**config.mk**
```make
export PLATFORM = sky130hd
export DESIGN_NAME = cfg_chain_loader
export DESIGN_NICKNAME = d
export VERILOG_FILES = /design/src/rtl/cfg_chain_loader.sv
export SDC_FILE = /design/constraint.sdc
export NUM_CORES = 1
export LEC_CHECK = 0
export ABC_AREA = 1
export BUFFER_PORTS_ARGS = -buffer_cell sky130_fd_sc_hd__buf_2
export CORE_MARGIN = 3
export CORE_UTILIZATION = 58
export CTS_CLUSTER_DIAMETER = 120
export DETAILED_ROUTE_END_ITERATION = 8
export PLACE_DENSITY_LB_ADDON = 0.2
export SLEW_MARGIN = 25
export SYNTH_ARGS = -nofsm -noshare
export SYNTH_HDL_FRONTEND = slang
export SYNTH_SLANG_ARGS = --single-unit
```
**constraint.sdc**
```tcl
create_clock -name clk -period 2.7 [get_ports clk]
set_clock_uncertainty 0.1 [all_clocks]
set_input_delay 0.27 -clock clk [delete_from_list [all_inputs] [get_ports clk]]
set_output_delay 0.27 -clock clk [all_outputs]
set_load 0.005 [all_outputs]
```
**src/rtl/cfg_chain_loader.sv**
```systemverilog
// Configuration scan-chain loader: accepts config words on a valid/ready
// stream, shifts them out MSB-first with a strobe per bit, and enables the
// chain outputs once every chain bit has been loaded.
module cfg_chain_loader #(
    parameter int unsigned CHAIN_LEN = 8,
    parameter int unsigned DATA_W    = 8,
    parameter int unsigned CLK_DIV   = 1
) (
    input  logic              clk,
    input  logic              res,
    input  logic              start,
    input  logic [DATA_W-1:0] s_data,
    input  logic              s_valid,
    output logic              s_ready,
    output logic              cfg_bit,
    output logic              cfg_shift,
    output logic              chain_en,
    output logic              busy,
    output logic              done
);

    localparam int unsigned BL_W = $clog2(CHAIN_LEN + 1);
    localparam int unsigned WL_W = $clog2(DATA_W + 1);
    localparam int unsigned DV_W = (CLK_DIV > 1) ? $clog2(CLK_DIV) : 1;

    typedef enum logic [1:0] {
        ST_IDLE  = 2'd0,
        ST_FETCH = 2'd1,
        ST_SHIFT = 2'd2,
        ST_DONE  = 2'd3
    } state_t;

    state_t            r_state;
    state_t            w_state_nxt;
    logic [DATA_W-1:0] r_buf;
    logic [DATA_W-1:0] w_buf_nxt;
    logic [BL_W-1:0]   r_bits_left;
    logic [BL_W-1:0]   w_bits_left_nxt;
    logic [WL_W-1:0]   r_word_left;
    logic [WL_W-1:0]   w_word_left_nxt;
    logic [DV_W-1:0]   r_div_cnt;
    logic [DV_W-1:0]   w_div_cnt_nxt;
    logic              r_cfg_bit;
    logic              w_cfg_bit_nxt;
    logic              r_cfg_shift;
    logic              w_cfg_shift_nxt;
    logic              r_chain_en;
    logic              w_chain_en_nxt;
    logic              r_done;
    logic              w_done_nxt;
    logic              w_tick;

    // Handshake and activity flags decode straight from the state.
    assign s_ready   = (r_state == ST_FETCH);
    assign busy      = (r_state == ST_FETCH) || (r_state == ST_SHIFT);
    assign cfg_bit   = r_cfg_bit;
    assign cfg_shift = r_cfg_shift;
    assign chain_en  = r_chain_en;
    assign done      = r_done;

    // Divider terminal count: this SHIFT cycle issues a strobe.
    assign w_tick = (r_div_cnt == DV_W'(CLK_DIV - 1));

    // State register.
    always_ff @(posedge clk) begin
        if (res) begin
            r_state <= ST_IDLE;
        end else begin
            r_state <= w_state_nxt;
        end
    end

    // Datapath and registered outputs.
    always_ff @(posedge clk) begin
        if (res) begin
            r_buf       <= '0;
            r_bits_left <= '0;
            r_word_left <= '0;
            r_div_cnt   <= '0;
            r_cfg_bit   <= 1'b0;
            r_cfg_shift <= 1'b0;
            r_chain_en  <= 1'b0;
            r_done      <= 1'b0;
        end else begin
            r_buf       <= w_buf_nxt;
            r_bits_left <= w_bits_left_nxt;
            r_word_left <= w_word_left_nxt;
            r_div_cnt   <= w_div_cnt_nxt;
            r_cfg_bit   <= w_cfg_bit_nxt;
            r_cfg_shift <= w_cfg_shift_nxt;
            r_chain_en  <= w_chain_en_nxt;
            r_done      <= w_done_nxt;
        end
    end

    // Next-state and next-value logic for the load session.
    always_comb begin
        w_state_nxt     = r_state;
        w_buf_nxt       = r_buf;
        w_bits_left_nxt = r_bits_left;
        w_word_left_nxt = r_word_left;
        w_div_cnt_nxt   = r_div_cnt;
        w_cfg_bit_nxt   = r_cfg_bit;
        w_cfg_shift_nxt = 1'b0;
        w_chain_en_nxt  = r_chain_en;
        w_done_nxt      = 1'b0;

        case (r_state)
            ST_IDLE: begin
                if (start) begin
                    w_state_nxt     = ST_FETCH;
                    w_chain_en_nxt  = 1'b0;
                    w_bits_left_nxt = BL_W'(CHAIN_LEN);
                    w_div_cnt_nxt   = '0;
                end
            end
            ST_FETCH: begin
                if (s_valid) begin
                    w_buf_nxt       = s_data;
                    // Final word may be partial: only the remaining chain bits go out.
                    w_word_left_nxt = (32'(r_bits_left) >= DATA_W) ? WL_W'(DATA_W)
                                                                   : WL_W'(r_bits_left);
                    w_state_nxt     = ST_SHIFT;
                end
            end
            ST_SHIFT: begin
                if (w_tick) begin
                    w_cfg_bit_nxt   = r_buf[DATA_W-1];
                    w_cfg_shift_nxt = 1'b1;
                    w_buf_nxt       = r_buf << 1;
                    w_word_left_nxt = r_word_left - WL_W'(1);
                    w_bits_left_nxt = r_bits_left - BL_W'(1);
                    w_div_cnt_nxt   = '0;
                    if (r_word_left == WL_W'(1)) begin
                        w_state_nxt = (r_bits_left == BL_W'(1)) ? ST_DONE : ST_FETCH;
                    end
                end else begin
                    w_div_cnt_nxt = r_div_cnt + DV_W'(1);
                end
            end
            ST_DONE: begin
                w_done_nxt = 1'b1;
                if (start) begin
                    // A new session begins immediately; the chain is not yet valid.
                    w_state_nxt     = ST_FETCH;
                    w_chain_en_nxt  = 1'b0;
                    w_bits_left_nxt = BL_W'(CHAIN_LEN);
                    w_div_cnt_nxt   = '0;
                end else begin
                    w_state_nxt    = ST_IDLE;
                    w_chain_en_nxt = 1'b1;
                end
            end
            default: begin
                w_state_nxt = ST_IDLE;
            end
        endcase
    end

endmodule

```
==> flow_summary.json <==
{
  "synth_edf_count": 0,
  "async_flop_share_pct": 0,
  "final_nets": 193,
  "holdBufCountCts": 0,
  "syn2layout_area_growth_pct": 13.5,
  "path_cells": "inv_1, ha_1, inv_2, o21ai_2, inv_1, nor2_1, nand2_1, a21oi_1",
  "portBuffers": 17,
  "fin_crit_ns": 2.08,
  "ys_seq_area_share_pct": 39.9,
  "crit_type": "flip-flop to flip-flop",
  "hpwl_mm": 1.66,
  "path_common_cell": "inv_1",
  "synthMuxAreaShare_pct": 0,
  "cts_resized": 0,
  "antenna_left": 0,
  "synth_xor_area_share_pct": 0.793,
  "wl_per_cell_um": 11.7,
  "critPathBufInv": 3,
  "synth_top_family_by_area": "simple AND/OR/NAND/NOR gates",
  "worstPathRequired_ns": 2.86,
  "finalCoreUtilization_pct": 71.1,
  "critPathLaunchType": "flip-flop",
  "drcViolationCount": 0,
  "cts_tree": "built",
  "core_mm2": 0.00176,
  "placedCellCount": 193,
  "slew_headroom_pct": 50.7,
  "wl_mm": 2.30,
  "synth_compound_area_share_pct": 18.8,
  "rsz0062_at_grt": "false",
  "cts_max_path_buffers": 2,
  "setup_violations": 0,
  "worst-path-max-fanout": 21,
  "ios": 18,
  "antenna_found_initial": 0,
  "status": "finished clean",
  "drt-initial-drc-count": 18,
  "critical-path-top-delay-family": "compound AO/OA/AOI/OAI gates",
  "clockRootBuffer": "clkbuf_4",
  "vias_per_cell": 5.19,
  "rows": 15,
  "ys.flop_type": "dfxtp_1",
  "grt_first_pass_wirelength_mm": 4.14,
  "slowest_stage": "o21ai_2",
  "fin_cells": 197,
  "track_usage_pct": 21.4,
  "cp-end-kind": "flip-flop",
  "clock_sinks": 22,
  "synth-seq-cells": 22,
  "start_util_pct": 62.6,
  "timing.fmax_mhz": 480,
  "power.leakage_nw": 0.596,
  "antennaDiodeCount": 0,
  "hp-class": "primary input to flip-flop",
  "finalCritPeriodShare_pct": 77.2,
  "yosys_warnings": 0,
  "synth-adder-area-share_pct": 9.06,
  "cp.arrival_ns": 2.24,
  "design.die.area_mm2": 0.00246,
  "insertion_delay_ns": 0.32,
  "cap_violations": 0,
  "clk_pin_slew_worst_paths_ns": 0.12,
  "htree_levels": 1,
  "setup_tns_ns": 0,
  "worst_path_largest_cell_delay_ns": 0.60,
  "slew_violations": 0,
  "via_count": 1023,
  "grt_overflow": 0,
  "firstDrtPassIters": 5,
  "cts_setup_buffers": 0,
  "ir_drop_mv": 0.509,
  "gp_congestion": 0.825,
  "power_density_mw_per_mm2": 1030,
  "netlist_area_mm2": 0.00110,
  "drive_gt1_share_pct": 14.0,
  "grt_max_degree": 22,
  "fp.dieW_um": 49.6,
  "synthSimpleGateAreaFrac_pct": 22.5,
  "finalHoldViolCount": 0,
  "numCtsBuffers": 3,
  "syn_nets": 175,
  "chipHeight_um": 49.6,
  "grt_pass1_vias": 986,
  "worst_pin_slew_ns": 0.740,
  "syn_inst": 155,
  "synthDistinctLibCells": 21,
  "avgSynthCellArea_um2": 7.13
}
## layout by cell type (no fill, tap or decap), types with 6 or more instances in the layout
cell,n
nand2_1,37
dfxtp_1,22
inv_1,18
buf_2,17
nor2_1,16
a21oi_1,12
nand3_1,9
ha_1,8
o21ai_1,7
a31oi_1,7
o21ai_0,6
## routing by layer
layer	routed length [um]	up-vias	GRT usage (%)
met5	0	-	0
met1	1060	445	25.8
met3	129	6	3.93
met4	47	0	9.68
li1	-	541	-
met2	1070	31	36.8
## synth_stat cells (2+ instances only)
cell	n	area (um^2)
o21ai_1	7	35.0
buf_4	2	15.0
nand3_1	9	45.0
nor2_1	16	60.1
o21ai_0	6	30.0
inv_1	18	67.6
nand2_1	37	139
clkbuf_1	2	7.51
a21oi_1	12	60.1
a31oi_1	7	43.8
dfxtp_1	22	440
ha_1	8	100
## cells by family after synthesis
| family | Yosys count |
|---|---|
| adders and majority gates | 8 |
| xor gates and xnor gates | 1 |
| and+or+nand+nor | 63 |
| buffers and inverters | 24 |
| DFF | 22 |
| AOI/OAI and AO/OA | 37 |
## registers in the layout, summed over array words and instances (netlist names)
| signal | cells |
|---|---|
| r_bits_left | 4 |
| r_word_left | 4 |
| r_buf | 8 |
| cfg_shift | 1 |
| chain_en | 1 |
| r_state | 2 |
| cfg_bit | 1 |
| done | 1 |
## final timing paths
kind	to	slack, ns	start	depth (start not counted)
worst max-delay path	r_word_left[3]	0.62	r_state[0]	8
worst min-delay path	chain_en	0.07	start	2
worst max register to register	r_word_left[3]	0.62	r_state[0]	8
worst min register to register	r_buf[0]	0.38	r_buf[0]	2
## per-stage QoR
| step | total power, mW | setup WS (ns) | cell area (um^2) | hold slack [ns] |
|---|---|---|---|---|
| finish | 1.30 | 0.616 | 1250 | 0.0716 |
| global placement | 1.02 | 0.770 | 1200 | 0.358 |
| floorplan | 0.923 | 1.24 | 1100 | 0.239 |
| global route | 1.42 | 0.410 | 1250 | 0.0766 |
| CTS | 1.30 | 0.606 | 1250 | 0.0672 |
| detailed placement | 1.04 | 0.642 | 1200 | 0.361 |
## power by group
part / switching [mW] / internal [mW]
Sequential: 0.0720 / 0.425
Clock: 0.104 / 0.150
Combinational: 0.342 / 0.204
Total: 0.518 / 0.779
## layout make-up
class | instances | area, um^2
Tap cell | 25 | 31.3
Sequential cell | 22 | 440
Timing Repair Buffer | 18 | 92.6
Clock inverter | 1 | 30.0
Clock buffer | 3 | 22.5
Multi-Input combinational cell | 109 | 566
Inverter | 19 | 71.3
Fill cell | 168 | 510
(Power assumes the default switching activity.)
